**config.mk**
```make
export PLATFORM = sky130hd
export DESIGN_NAME = dccm_arb_flat
export DESIGN_NICKNAME = d
export VERILOG_FILES = /design/src/rtl/dccm_arb_if.sv /design/src/rtl/dccm_arb.sv /design/src/flat_wrapper.sv
export SDC_FILE = /design/constraint.sdc
export NUM_CORES = 1
export LEC_CHECK = 0
export CORE_AREA = 5 5 139 141
export DETAILED_ROUTE_END_ITERATION = 8
export DIE_AREA = 0 0 144 146
export PLACE_DENSITY = 0.59
export SLEW_MARGIN = 20
export SYNTH_ARGS = -nofsm -noshare
export SYNTH_HDL_FRONTEND = slang
export SYNTH_SLANG_ARGS = --single-unit
```
**constraint.sdc**
```tcl
create_clock -name clk -period 1.65 [get_ports clk]
set_input_delay 0.33 -clock clk [delete_from_list [all_inputs] [get_ports clk]]
set_output_delay 0.33 -clock clk [all_outputs]
set_load 0.05 [all_outputs]
```
**src/rtl/dccm_arb_if.sv**
```systemverilog
// DCCM arbiter bus bundle: LSU requester, DMA requester and DCCM memory-port signals.
// slave = arbiter view, master = environment (LSU/DMA/memory) view.
interface dccm_arb_if #(
    parameter int unsigned XLEN = 32
);
    logic [XLEN-1:0] lsu_raddr;
    logic            lsu_rvalid_in;
    logic [XLEN-1:0] lsu_rdata;
    logic            lsu_rvalid_out;
    logic [XLEN-1:0] lsu_waddr;
    logic [XLEN-1:0] lsu_wdata;
    logic            lsu_wen;
    logic            lsu_stall;

    logic            dma_req;
    logic            dma_we;
    logic [XLEN-1:0] dma_addr;
    logic [XLEN-1:0] dma_wdata;
    logic            dma_gnt;
    logic [XLEN-1:0] dma_rdata;
    logic            dma_rvalid;

    logic [XLEN-1:0] mem_raddr;
    logic            mem_rvalid_in;
    logic [XLEN-1:0] mem_rdata;
    logic            mem_rvalid_out;
    logic [XLEN-1:0] mem_waddr;
    logic [XLEN-1:0] mem_wdata;
    logic            mem_wen;

    modport slave (
        input  lsu_raddr, lsu_rvalid_in, lsu_waddr, lsu_wdata, lsu_wen,
        input  dma_req, dma_we, dma_addr, dma_wdata,
        input  mem_rdata, mem_rvalid_out,
        output lsu_rdata, lsu_rvalid_out, lsu_stall,
        output dma_gnt, dma_rdata, dma_rvalid,
        output mem_raddr, mem_rvalid_in, mem_waddr, mem_wdata, mem_wen
    );

    modport master (
        output lsu_raddr, lsu_rvalid_in, lsu_waddr, lsu_wdata, lsu_wen,
        output dma_req, dma_we, dma_addr, dma_wdata,
        output mem_rdata, mem_rvalid_out,
        input  lsu_rdata, lsu_rvalid_out, lsu_stall,
        input  dma_gnt, dma_rdata, dma_rvalid,
        input  mem_raddr, mem_rvalid_in, mem_waddr, mem_wdata, mem_wen
    );
endinterface

```
**src/rtl/dccm_arb.sv**
```systemverilog
// LSU/DMA arbiter for the DCCM read and write ports; LSU wins conflicts.
// Define DCCM_ARB_STARVE_EN to force a DMA grant after STARVE_LIMIT consecutive denials.
module dccm_arb #(
    parameter int unsigned XLEN         = 32,
    parameter int unsigned STARVE_LIMIT = 4
) (
    input  logic       clk,
    input  logic       rst_n,
    dccm_arb_if.slave  bus
);

    if (STARVE_LIMIT < 1 || STARVE_LIMIT > 15) begin : g_limit_check
        $error("dccm_arb: STARVE_LIMIT must be in 1..15");
    end

    logic            conflict;
    logic            force_dma;
    logic            gnt;
    logic            owner_q, owner_d;
    logic            ovalid_q, ovalid_d;
    logic            ret_lsu, ret_dma;
    logic [XLEN-1:0] lsu_rdata_q, lsu_rdata_d;
    logic [XLEN-1:0] dma_rdata_q, dma_rdata_d;

    // A DMA request only competes with the LSU on the port it targets.
    assign conflict = bus.dma_req & (bus.dma_we ? bus.lsu_wen : bus.lsu_rvalid_in);

`ifdef DCCM_ARB_STARVE_EN
    localparam logic [3:0] LIMIT = 4'(STARVE_LIMIT);

    logic [3:0] starve_q, starve_d;

    always_comb begin
        starve_d = starve_q;
        if (!bus.dma_req || gnt) begin
            starve_d = '0;
        end else if (conflict && starve_q != LIMIT) begin
            starve_d = starve_q + 4'd1;
        end
    end

    always_ff @(posedge clk or negedge rst_n) begin
        if (!rst_n) begin
            starve_q <= '0;
        end else begin
            starve_q <= starve_d;
        end
    end

    assign force_dma = conflict & (starve_q == LIMIT);
`else
    assign force_dma = 1'b0;
`endif

    assign gnt           = bus.dma_req & (~conflict | force_dma);
    assign bus.dma_gnt   = gnt;
    assign bus.lsu_stall = force_dma;

    always_comb begin
        bus.mem_rvalid_in = 1'b0;
        bus.mem_raddr     = '0;
        owner_d           = 1'b0;
        if (gnt && !bus.dma_we) begin
            bus.mem_rvalid_in = 1'b1;
            bus.mem_raddr     = bus.dma_addr;
            owner_d           = 1'b1;
        end else if (bus.lsu_rvalid_in) begin
            bus.mem_rvalid_in = 1'b1;
            bus.mem_raddr     = bus.lsu_raddr;
        end
        ovalid_d = bus.mem_rvalid_in;
    end

    always_comb begin
        bus.mem_wen   = 1'b0;
        bus.mem_waddr = '0;
        bus.mem_wdata = '0;
        if (gnt && bus.dma_we) begin
            bus.mem_wen   = 1'b1;
            bus.mem_waddr = bus.dma_addr;
            bus.mem_wdata = bus.dma_wdata;
        end else if (bus.lsu_wen) begin
            bus.mem_wen   = 1'b1;
            bus.mem_waddr = bus.lsu_waddr;
            bus.mem_wdata = bus.lsu_wdata;
        end
    end

    // Returns with no recorded read (e.g. straight after reset) are dropped.
    assign ret_lsu = bus.mem_rvalid_out & ovalid_q & ~owner_q;
    assign ret_dma = bus.mem_rvalid_out & ovalid_q &  owner_q;

    always_comb begin
        lsu_rdata_d = ret_lsu ? bus.mem_rdata : lsu_rdata_q;
        dma_rdata_d = ret_dma ? bus.mem_rdata : dma_rdata_q;
    end

    assign bus.lsu_rvalid_out = ret_lsu;
    assign bus.dma_rvalid     = ret_dma;
    assign bus.lsu_rdata      = lsu_rdata_d;
    assign bus.dma_rdata      = dma_rdata_d;

    always_ff @(posedge clk or negedge rst_n) begin
        if (!rst_n) begin
            owner_q     <= 1'b0;
            ovalid_q    <= 1'b0;
            lsu_rdata_q <= '0;
            dma_rdata_q <= '0;
        end else begin
            owner_q     <= owner_d;
            ovalid_q    <= ovalid_d;
            lsu_rdata_q <= lsu_rdata_d;
            dma_rdata_q <= dma_rdata_d;
        end
    end

endmodule

```
**src/flat_wrapper.sv**
```systemverilog
// flat-port wrapper written by rule: the top's interface ports become plain ports
module dccm_arb_flat 
#(
    parameter int unsigned XLEN         = 32,
    parameter int unsigned STARVE_LIMIT = 4
)
  (clk, rst_n, bus_lsu_raddr, bus_lsu_rvalid_in, bus_lsu_waddr, bus_lsu_wdata, bus_lsu_wen, bus_dma_req, bus_dma_we, bus_dma_addr, bus_dma_wdata, bus_mem_rdata, bus_mem_rvalid_out, bus_lsu_rdata, bus_lsu_rvalid_out, bus_lsu_stall, bus_dma_gnt, bus_dma_rdata, bus_dma_rvalid, bus_mem_raddr, bus_mem_rvalid_in, bus_mem_waddr, bus_mem_wdata, bus_mem_wen);
  dccm_arb_if #(.XLEN(XLEN)) bus_i ();
  input  logic clk;
  input  logic rst_n;
  input wire logic [$bits(bus_i.lsu_raddr)-1:0] bus_lsu_raddr;
  input wire logic [$bits(bus_i.lsu_rvalid_in)-1:0] bus_lsu_rvalid_in;
  input wire logic [$bits(bus_i.lsu_waddr)-1:0] bus_lsu_waddr;
  input wire logic [$bits(bus_i.lsu_wdata)-1:0] bus_lsu_wdata;
  input wire logic [$bits(bus_i.lsu_wen)-1:0] bus_lsu_wen;
  input wire logic [$bits(bus_i.dma_req)-1:0] bus_dma_req;
  input wire logic [$bits(bus_i.dma_we)-1:0] bus_dma_we;
  input wire logic [$bits(bus_i.dma_addr)-1:0] bus_dma_addr;
  input wire logic [$bits(bus_i.dma_wdata)-1:0] bus_dma_wdata;
  input wire logic [$bits(bus_i.mem_rdata)-1:0] bus_mem_rdata;
  input wire logic [$bits(bus_i.mem_rvalid_out)-1:0] bus_mem_rvalid_out;
  output wire logic [$bits(bus_i.lsu_rdata)-1:0] bus_lsu_rdata;
  output wire logic [$bits(bus_i.lsu_rvalid_out)-1:0] bus_lsu_rvalid_out;
  output wire logic [$bits(bus_i.lsu_stall)-1:0] bus_lsu_stall;
  output wire logic [$bits(bus_i.dma_gnt)-1:0] bus_dma_gnt;
  output wire logic [$bits(bus_i.dma_rdata)-1:0] bus_dma_rdata;
  output wire logic [$bits(bus_i.dma_rvalid)-1:0] bus_dma_rvalid;
  output wire logic [$bits(bus_i.mem_raddr)-1:0] bus_mem_raddr;
  output wire logic [$bits(bus_i.mem_rvalid_in)-1:0] bus_mem_rvalid_in;
  output wire logic [$bits(bus_i.mem_waddr)-1:0] bus_mem_waddr;
  output wire logic [$bits(bus_i.mem_wdata)-1:0] bus_mem_wdata;
  output wire logic [$bits(bus_i.mem_wen)-1:0] bus_mem_wen;
  assign bus_i.lsu_raddr = bus_lsu_raddr;
  assign bus_i.lsu_rvalid_in = bus_lsu_rvalid_in;
  assign bus_i.lsu_waddr = bus_lsu_waddr;
  assign bus_i.lsu_wdata = bus_lsu_wdata;
  assign bus_i.lsu_wen = bus_lsu_wen;
  assign bus_i.dma_req = bus_dma_req;
  assign bus_i.dma_we = bus_dma_we;
  assign bus_i.dma_addr = bus_dma_addr;
  assign bus_i.dma_wdata = bus_dma_wdata;
  assign bus_i.mem_rdata = bus_mem_rdata;
  assign bus_i.mem_rvalid_out = bus_mem_rvalid_out;
  assign bus_lsu_rdata = bus_i.lsu_rdata;
  assign bus_lsu_rvalid_out = bus_i.lsu_rvalid_out;
  assign bus_lsu_stall = bus_i.lsu_stall;
  assign bus_dma_gnt = bus_i.dma_gnt;
  assign bus_dma_rdata = bus_i.dma_rdata;
  assign bus_dma_rvalid = bus_i.dma_rvalid;
  assign bus_mem_raddr = bus_i.mem_raddr;
  assign bus_mem_rvalid_in = bus_i.mem_rvalid_in;
  assign bus_mem_waddr = bus_i.mem_waddr;
  assign bus_mem_wdata = bus_i.mem_wdata;
  assign bus_mem_wen = bus_i.mem_wen;
  dccm_arb #(.XLEN(XLEN), .STARVE_LIMIT(STARVE_LIMIT)) u_core (.clk(clk), .rst_n(rst_n), .bus(bus_i));
endmodule
```
# Word level (Yosys, flattened, before mapping)

Cells that the tools add are included.
Widths: inputs -> output; s select.

Mux-type cells: 14
Bitwise operators: 7
Reductions and logical operators: 3

Operators with widths:

| cell              | count |
|---|---|
| $mux 32           | 8 |
| $mux 1            | 6 |
| $and 1x1->1       | 5 |
| $logic_and 1x1->1 | 2 |
| $not 1->1         | 2 |
| $logic_not 1->1   | 1 |

Flip-flop bits (word level): 66
Output and inout bits: 166
Logic and storage cells: 28

# Depth between registers and ports, before layout

Gate-level depths: netlist (run 1).

Depth after elaboration: 6
Gate-level depth with buffers: 4

# Least setup slack after synthesis (run 1)

Ideal clock, no wire load.

Kind: input-to-output
Start: input port bus_dma_req
End: output port bus_mem_wdata[22]
Arrival time: 1.860 ns
Path slack: -0.540 ns
Stages on the path: 4
Cells stage by stage: buf_2 > buf_2 > nand3_1 > o21ai_0

Longest elaborated chain between the ends: 5

RTL lines:

| element             | RTL line           | RTL |
|---|---|---|
| from (decl)         | flat_wrapper.sv:16 | `input wire logic [$bits(bus_i.dma_req)-1:0] bus_dma_req;` |
| $and 1x1->1         | dccm_arb.sv:26     | `assign conflict = bus.dma_req & (bus.dma_we ? bus.lsu_wen : bus.lsu_rvalid_in);` |
| $not 1->1           | dccm_arb.sv:55     | `assign gnt = bus.dma_req & (~conflict \| force_dma);` |
| $and 1x1->1 *       | dccm_arb.sv:55     |  |
| $logic_and 1x1->1 * | dccm_arb.sv:78     | `if (gnt && bus.dma_we) begin` |
| $mux 32 *           | dccm_arb.sv:78     |  |
| to (decl)           | flat_wrapper.sv:31 | `output wire logic [$bits(bus_i.mem_wdata)-1:0] bus_mem_wdata;` |

Mark *: on every way between the ends. The rest lies on a longest branch, timed or not.

# Worst setup path after layout (run 1)

Start: register u_core.ovalid_q
End: output port bus_dma_rdata[3]

Longest elaborated chain between the ends: 3

RTL lines:

| element                  | RTL line           | RTL |
|---|---|---|
| from (decl)              | dccm_arb.sv:20     | `logic ovalid_q, ovalid_d;` |
| from (signal assigned)   | dccm_arb.sv:111    | `ovalid_q <= ovalid_d;` |
| $and 1x1->1 (2 in a row) | dccm_arb.sv:91     | `assign ret_dma = bus.mem_rvalid_out & ovalid_q & owner_q;` |
| $mux 32                  | dccm_arb.sv:95     | `dma_rdata_d = ret_dma ? bus.mem_rdata : dma_rdata_q;` |
| to (decl)                | flat_wrapper.sv:26 | `output wire logic [$bits(bus_i.dma_rdata)-1:0] bus_dma_rdata;` |

Every way passes these cells.

==> results.yml, run 1 <==
sta:
  fin_ws_ps: -329
  fin_hold_ws_ps: -1.14
  rsz0062_at_grt: "yes"
  slew_violations: 0
  clock_skew_ps: 11.8
  setup_viol: 66
  finalCriticalPeriod_ps: 1980
  fin_setup_tns_ps: -17930
  fin_crit_sh: 1.20
  fmax_mhz: 505
  final_hold_viol_count: 1
synthesis:
  postSynthCellCount: 474
  synth_fp_nets: 673
  synth_top_area_frac: 0.396
  yosysTopAreaCell: "dfrtp_1"
  yosys_warnings: 0
  synth-seq-area-share: 0.396
  avgSynthCellArea_um2: 8.80
  synthDistinctLibCells: 20
  syn_area_mm2: 0.00417
  synthTopCellsByArea: "dfrtp_1 40%, o21ai_0 12%, mux2_4 11%"
  ys_ff_latch: 66
drt:
  post_drt_wl_per_cell_um: 21.1
  drc_errors: 0
  vias_per_cell: 4.60
  vias: 4999
  detail-route-antenna-nets: 0
  wirelength_um: 22900
  dr.first_iter.drc_count: 180
  first_pass_iters: 4
worst_setup_path:
  max_stage_delay_ps: 440
  crit_required_ps: 1320
  worstPathCellList: "nand3_4 > buf_12 > mux2_2 > buf_12"
  critical_path_class: "reg2out"
  arrival_ps: 1650
  critPathCaptureType: "primary output"
  cpLargestDelayFamily: "flip-flops"
  cp_slowest_cell: "dfrtp_2"
  crit_top_cell: "buf_12"
  path_buf_inv: 2
  critPathMaxFanout: 21
  crit_path_start_kind: "flop"
power_and_ir_drop:
  total_power_mw: 9.88
  ir_drop_uv: 869
  power_density_mw_per_mm2: 928
  leakage_nw: 4.72
flow_run:
  drv_cap: 0
place:
  hpwl_um: 18800
  port_buffers: 363
  gp_congestion: 0.936
status:
  violations: "negative hold slack, negative setup slack"
  status: "finished, violations left"
cts:
  cts_inserted_buffers: 9
  ctsHtreeMaxLevel: 3
  tritoncts: "done"
  clock-sinks: 66
  clk_pin_slew_worst_paths_ps: 50
  root_buffer: "clkbuf_16"
  clk_latency_ps: 330
  cts_hold_buf: 0
  cts.path.max_buffers: 2
die:
  die-area_mm2: 0.0210
  start_util: 0.234
  core_mm2: 0.0178
  die-height_um: 146
  rows: 49
  io_pins: 365
  die_w_um: 144
grt:
  antenna_found_initial: 6
  grt_pass1_wl_um: 33100
  grt_overflow: 0
  grt_use_total: 0.207
  grt_max_degree: 67
  grt_pass1_vias: 5506
cells_and_area:
  layout-drive-gt1-share: 0.460
  syn_to_final_growth_pct: 155
  nets: 1048
worst_hold_path:
  hold_path.class: "in2async"
## worst paths after layout
| path | start | to | slack [ps] | depth (start not counted) |
|---|---|---|---|---|
| setup / recovery | u_core.ovalid_q$_DFF_PN0_ | bus_dma_rdata[3] | -330 | 4 |
| max in group asynchronous | rst_n | u_core.ovalid_q$_DFF_PN0_ | 1330 | 2 |
| setup reg to reg | u_core.ovalid_q$_DFF_PN0_ | u_core.dma_rdata_q[14]$_DFF_PN0_ | 160 | 6 |
| hold reg to reg | u_core.dma_rdata_q[30]$_DFF_PN0_ | u_core.dma_rdata_q[30]$_DFF_PN0_ | 500 | 1 |
| min in group clk | bus_lsu_rvalid_in | u_core.owner_q$_DFF_PN0_ | 500 | 3 |
| hold / removal | rst_n | u_core.dma_rdata_q[12]$_DFF_PN0_ | -1 | 2 |
## worst register-to-register path, stage by stage, from the launching register on
cell and delay [ps]:
dfrtp_2 410, nand3_4 130, buf_12 160, buf_8 120, mux2_4 320, buf_4 140
buf_4 120
## timing repair
action	4_1_cts	5_1_grt
cloned	1	0
resized for setup	51	30
endpoints found under the setup margin	67	81
pin swaps	1	6
buffers inserted	1	3
## cells in the final DEF (no fill, tap or decap), types with 2 or more instances in the layout
cell type	Yosys	final
mux2_4	30	57
clkbuf_16	0	9
o21ai_1	0	3
dfrtp_1	66	65
buf_8	0	2
buf_16	0	2
clkbuf_1	23	2
o21ai_2	0	81
mux2_2	34	7
dlymetal6s2s_1	0	6
diode_2	0	3
nand3_1	64	63
nand2_1	96	96
buf_12	0	145
buf_6	6	34
clkinv_2	0	2
buf_4	1	29
buf_2	13	3
o21ai_4	0	12
bufinv_16	0	2
nand2b_1	34	33
clkdlybuf4s50_1	0	186
## metrics by stage
step / instance area, µm² / setup WS, ps / cells / hold WS [ps] / utilization
CTS: 10500 / -341 / 1080 / 16.9 / 0.589
finish: 10700 / -329 / 1086 / -1.14 / 0.597
floorplan: 4600 / -220 / 474 / 34.4 / -
global route: 10700 / -378 / 1086 / 37.7 / 0.597
global placement: 9970 / -408 / 1062 / 372 / 0.559
detailed placement: 9970 / -420 / 1062 / 369 / 0.559
## cells in the mapped netlist
| master | number |
|---|---|
| mux2_2 | 34 |
| buf_2 | 13 |
| buf_6 | 6 |
| buf_1 | 2 |
| buf_4 | 1 |
| nand3b_4 | 1 |
| nand2b_1 | 34 |
| a21o_1 | 1 |
| nand3_1 | 64 |
| and2_1 | 1 |
| clkbuf_1 | 23 |
| nand3_4 | 1 |
| conb_1 | 1 |
| dfrtp_1 | 66 |
| nor2_1 | 1 |
| nand2_1 | 96 |
| mux2_4 | 30 |
| mux2i_1 | 1 |
| o21ai_0 | 96 |
| inv_1 | 2 |
## power breakdown
group | internal, mW | total [mW] | switching, mW
logic | 2.79 | 5.83 | 3.04
clock network | 1.32 | 2.00 | 0.682
registers | 1.94 | 2.05 | 0.106
total | 6.06 | 9.88 | 3.83
## routing by layer
layer	global-route usage	part of all wire
met5	0	0.0012
met1	0.209	0.33
met4	0.0951	0.044
met2	0.368	0.51
met3	0.0848	0.11
## final cells by class
class | count | area (µm²)
diodes | 3 | 7.51
clock buffers | 11 | 233
clock inverters | 5 | 78.8
fillers | 1432 | 7190
inverters | 2 | 7.51
multi-input cells | 361 | 2830
flip-flops and latches | 66 | 1650
well taps | 229 | 287
repair buffers | 409 | 5560
## kinds of logic (layout without fill, tap and decap cells)
| group | after synthesis | after routing | share of synthesized area |
|---|---|---|---|
| DFF | 66 | 66 | 0.396 |
| muxes | 65 | 65 | 0.202 |
| buffers and inverters | 47 | 427 | 0.0579 |
| other | 1 | 4 | 0.000899 |
| AOI/OAI and AO/OA | 97 | 97 | 0.117 |
| and+or+nand+nor | 198 | 198 | 0.226 |
## flip-flops by register name, summed over array words and instances, names as in the netlist
register,count
u_core.lsu_rdata_q,32
u_core.ovalid_q,1
u_core.dma_rdata_q,32
u_core.owner_q,1
No activity file was read; power rests on OpenSTA's default activity.
==> inputs of run 2 (changes only) <==
- clock period: 1.65 -> 2.1 ns (I/O delays scaled with it)
==> run 2 against run 1 <==
Effect of this change: the run now ends clean; non-clock buffer count decreased by 13; via count decreased by 5.1%; count of clock-buffer cells in the layout decreased by 1; final cell count decreased by 1.5%; cell area decreased by 11%.
==> results.yml, run 2 (synthesized netlist as in run 1, its figures left out) <==
grt:
  grt_overflow: 0
  grt_max_degree: 45
  grt_pass1_wl_um: 29700
  grt_use_total: 0.185
  antenna_found_initial: 3
  grt_pass1_vias: 4729
place:
  placed_cells: 1051
  gp_congestion: 0.859
  port_buffers: 363
  hpwl_um: 17400
worst_setup_path:
  crit_required_ps: 1680
  r2r_cells: 3
  critPathMaxFanout: 20
  r2r_start: "u_core.owner_q$_DFF_PN0_"
  critPathCaptureType: "primary output"
  reg2reg_to: "u_core.lsu_rdata_q[22]$_DFF_PN0_"
  critical_path_class: "reg2out"
  endpoint: "bus_lsu_rdata[26]"
  crit_start: "u_core.owner_q$_DFF_PN0_"
  arrival_ps: 1660
  reg2reg_slack_ps: 810
  crit_path_start_kind: "flop"
cells_and_area:
  final_common_cell: "clkdlybuf4s50_1"
  num-fill-cells: 1591
  layoutNonFillerInstCount: 1070
  largest_registers: "u_core.dma_rdata_q (32), u_core.lsu_rdata_q (32)"
  layout_common_cells: "192 x clkdlybuf4s50_1, 113 x buf_12, 96 x nand2_1"
  syn_to_final_growth_pct: 129
  layout-drive-gt1-share: 0.337
  nets: 1035
  multi_input_area_mm2: 0.00228
  ff_latch_area_mm2: 0.00165
  n_antenna_cell: 0
drt:
  wirelength_um: 20800
  first_pass_iters: 4
  vias_per_cell: 4.44
  post_drt_wl_per_cell_um: 19.5
  detail-route-antenna-nets: 0
  drc_errors: 0
  vias: 4746
  dr.first_iter.drc_count: 152
die:
  core_mm2: 0.0178
  die-height_um: 146
  die-area_mm2: 0.0210
  die_w_um: 144
  rows: 49
  io_pins: 365
  start_util: 0.234
power_and_ir_drop:
  total_power_mw: 7.21
  leakage_nw: 4.16
  ir_drop_uv: 811
  power_density_mw_per_mm2: 756
cts:
  cts_inserted_buffers: 9
  ctsHtreeMaxLevel: 3
  cts.path.max_buffers: 2
  clock-sinks: 66
  clk_latency_ps: 330
  root_buffer: "clkbuf_16"
  clk_pin_slew_worst_paths_ps: 60
  tritoncts: "done"
sta:
  fin_setup_tns_ps: 0
  slew_violations: 0
  final_hold_viol_count: 0
  fmax_mhz: 481
  rsz0062_at_grt: "yes"
  fin_hold_ws_ps: 486
  clock_skew_ps: 5.88
  setup_viol: 0
  finalCriticalPeriod_ps: 2080
  fin_crit_sh: 0.989
worst_hold_path:
  hold_path.class: "in2async"
flow_run:
  drv_cap: 0
status:
  status: "finished, final reports clean"
==> run 2: worst max-delay path: stages (launching register included) <==
cell and delay (ps):
dfrtp_1 410, nand3b_4 220, buf_12 200, mux2_4 320
buf_6 160
==> run 2: worst min path at each step <==
| stage | start | end |
|---|---|---|
| 6_report | rst_n | u_core.dma_rdata_q[6]$_DFF_PN0_ |
| 5_1_grt | rst_n | u_core.dma_rdata_q[0]$_DFF_PN0_ |
| 4_1_cts | rst_n | u_core.dma_rdata_q[0]$_DFF_PN0_ |
| 3_5_place_dp | rst_n | u_core.dma_rdata_q[1]$_DFF_PN0_ |
| 3_3_place_gp | rst_n | u_core.dma_rdata_q[10]$_DFF_PN0_ |
| 2_1_floorplan | rst_n | u_core.dma_rdata_q[0]$_DFF_PN0_ |
==> run 2: repair_timing <==
item | in CTS | in global routing
gates cloned | 0 | 2
hold buffers | 1 | 0
setup endpoints to repair | 64 | 61
resized for setup | 22 | 14
pin swaps | 0 | 1
buffers inserted | 0 | 0
hold endpoints to repair | 6 | 0
==> run 2: where the power goes <==
group	internal, mW	total (mW)	leakage [nW]	switching (mW)
logic	1.90	4.14	3.24	2.24
registers	1.53	1.59	0.789	0.0694
clock network	0.920	1.47	0.139	0.552
==> run 2: area by class of cell <==
type | instances | share of cell area
Timing Repair Buffer | 396 | 0.526
Multi-Input combinational cell | 361 | 0.239
Sequential cell | 66 | 0.173
Tap cell | 229 | 0.0301
Clock buffer | 10 | 0.0240
Clock inverter | 6 | 0.00709
Inverter | 2 | 0.000788
==> run 2: layer usage <==
metal	wire length [µm]	share of wire	global-route usage	up-vias
met5	41	0.0020	0	-
met4	478	0.023	0.0480	6
met3	2230	0.11	0.0720	28
met2	10900	0.52	0.338	233
met1	7180	0.34	0.196	2135
li1	-	-	-	2344
==> run 2: metrics by stage <==
step	instance area [µm²]	util	worst slack [ps]
after floorplan	4170	-	-237
final	9530	0.534	22.3
after detailed placement	9060	0.508	-196
after global placement	9060	0.508	-179
after CTS	9440	0.529	-3.54
after global routing	9530	0.534	-43.5
==> inputs of run 3 (changes only) <==
- CELL_PAD_IN_SITES_DETAIL_PLACEMENT: default -> 1
- CELL_PAD_IN_SITES_GLOBAL_PLACEMENT: default -> 1
- CORE_AREA: 5 5 139 141 -> 5 5 106 208
- DIE_AREA: 0 0 144 146 -> 0 0 111 213
- PLACE_DENSITY: 0.59 -> 0.76
==> run 3 against run 2 <==
Effect of this change: first-iteration DRC count increased by 2.0%; maximum frequency is 0.75% higher; clock power grew 5%; setup slack improved by 15 ps; flip-flop and latch count unchanged; routed wire length is 6.8% higher; critical endpoint is now bus_lsu_rdata[12]; final cell count increased by 3.3%; die area rose by 12%; count of clock-buffer cells in the layout grew 1; register-to-register slack lost 80 ps; via count is 3.8% higher; largest power group unchanged; global-route usage fell by 0.60 points.
==> results.yml, run 3 (synthesized netlist as in run 1, its figures left out) <==
cts:
  tritoncts: "done"
  cts_hold_buf: 0
  cts_inserted_buffers: 9
  ctsHtreeMaxLevel: 3
  cts.path.max_buffers: 2
  clk_latency_ps: 330
  root_buffer: "clkbuf_16"
  clock-sinks: 66
  clk_pin_slew_worst_paths_ps: 60
die:
  core_mm2: 0.0203
  rows: 74
  die-area_mm2: 0.0236
  die_w_um: 111
  die-height_um: 213
  start_util: 0.206
  io_pins: 365
sta:
  fin_hold_ws_ps: 131
  tightest_slew_ps: 692
  final_hold_viol_count: 0
  slew_violations: 0
  fin_crit_sh: 0.982
  rsz0062_at_grt: "yes"
  finalCriticalPeriod_ps: 2060
  fin_ws_ps: 37.7
  setup_viol: 0
  max-slew-margin-rel: 0.539
  fmax_mhz: 485
  clock_skew_ps: 8.10
worst_setup_path:
  crit_path_start_kind: "flop"
  cpLargestDelayFamily: "flip-flops"
  path_buf_inv: 2
  crit_required_ps: 1680
  critPathMaxFanout: 20
  r2r_start: "u_core.owner_q$_DFF_PN0_"
  critical_path_class: "reg2out"
  reg2reg_slack_ps: 730
  max_stage_delay_ps: 400
  r2r_cells: 4
  reg2reg_to: "u_core.lsu_rdata_q[14]$_DFF_PN0_"
  worstPathCellList: "nand3b_4 > buf_12 > mux2_4 > buf_6"
  cp_slowest_cell: "dfrtp_1"
  critPathCaptureType: "primary output"
  arrival_ps: 1640
cells_and_area:
  largest_registers: "u_core.dma_rdata_q (32), u_core.lsu_rdata_q (32)"
  layout-drive-gt1-share: 0.337
  layout_common_cells: "192 x clkdlybuf4s50_1, 112 x buf_12, 96 x nand2_1"
  syn_to_final_growth_pct: 128
  nets: 1032
  final_common_cell: "clkdlybuf4s50_1"
grt:
  grt_pass1_vias: 5478
  grt_pass1_wl_um: 32600
  antenna_found_initial: 1
  grt_max_degree: 68
  grt_overflow: 0
  grt_use_total: 0.179
drt:
  drc_errors: 0
  detail-route-antenna-nets: 0
  routed.top_layer: "met4"
  dr.first_iter.drc_count: 155
  first_pass_iters: 4
  vias: 4926
  route.met2.wl_um: 12800
  post_drt_wl_per_cell_um: 20.1
  wirelength_um: 22300
  drt-met1-wl_um: 7380
  met3WireLength_um: 1530
  vias_per_cell: 4.46
power_and_ir_drop:
  power_density_mw_per_mm2: 769
  switching_share: 0.399
  p_int_mw: 4.39
  total_power_mw: 7.31
  ir_drop_uv: 536
  p_sw_mw: 2.92
  leakage_nw: 4.14
  clkPwrFrac: 0.212
  seq_power_share: 0.219
  power_frac_comb: 0.569
flow_run:
  drv_cap: 0
place:
  gp_congestion: 0.834
  hpwl_um: 18400
  preCtsSetupSlack_ps: -185
  port_buffers: 363
worst_hold_path:
  hold_path.class: "in2async"
status:
  status: "finished, final reports clean"
## run 3: cell type report
type / instances / area (µm²)
antenna: 1 / 2.50
clock buffer: 11 / 253
clock inverter: 5 / 60.1
fill: 2186 / 10800
inverter: 2 / 7.51
multi-input combinational: 361 / 2280
sequential: 66 / 1650
tap: 266 / 333
timing repair buffer: 393 / 4920
## run 3: timing repair
item,4_1_cts,5_1_grt
resized for setup,18,3
buffers inserted,0,0
pin swaps,0,1
endpoints found under the setup margin,63,31
cloned,0,2
## run 3: worst max path at each step
stage / start / to / depth (start not counted)
5_1_grt: u_core.owner_q$_DFF_PN0_ / bus_lsu_rdata[12] / 4
6_report: u_core.owner_q$_DFF_PN0_ / bus_lsu_rdata[12] / 4
4_1_cts: u_core.owner_q$_DFF_PN0_ / bus_lsu_rdata[25] / 4
3_5_place_dp: bus_mem_rvalid_out / bus_lsu_rdata[18] / 5
3_3_place_gp: bus_mem_rvalid_out / bus_lsu_rdata[12] / 5
2_1_floorplan: bus_dma_we / bus_mem_raddr[22] / 3
## run 3: power groups by stage
stage	registers [mW]	clock network, mW	logic (mW)
after CTS	1.60	1.60	4.20
after global placement	1.61	0	4.08
after global routing	1.63	1.66	4.32
after detailed placement	1.62	0	4.14
final	1.60	1.55	4.16
after floorplan	1.59	0	2.09
## run 3: routing by layer
metal | track usage | vias to the layer above
met5 | 0 | -
li1 | - | 2335
met3 | 0.0462 | 24
met2 | 0.350 | 240
met4 | 0.0659 | 0
met1 | 0.179 | 2327
## run 3: worst register-to-register path: stages (launching register included)
cell      delay, ps
dfrtp_1         400
nand3b_4        210
buf_12          200
mux2_4          320
buf_4           140
## run 3: metrics by stage
step            util  std cells  area [µm²]  setup TNS [ps]
2_1_floorplan      -        474        4170           -7100
3_3_place_gp   0.448       1086        9080           -8140
3_5_place_dp   0.448       1086        9080           -9100
4_1_cts        0.466       1102        9450               0
5_1_grt        0.469       1105        9500           -29.6
6_report       0.469       1105        9500               0
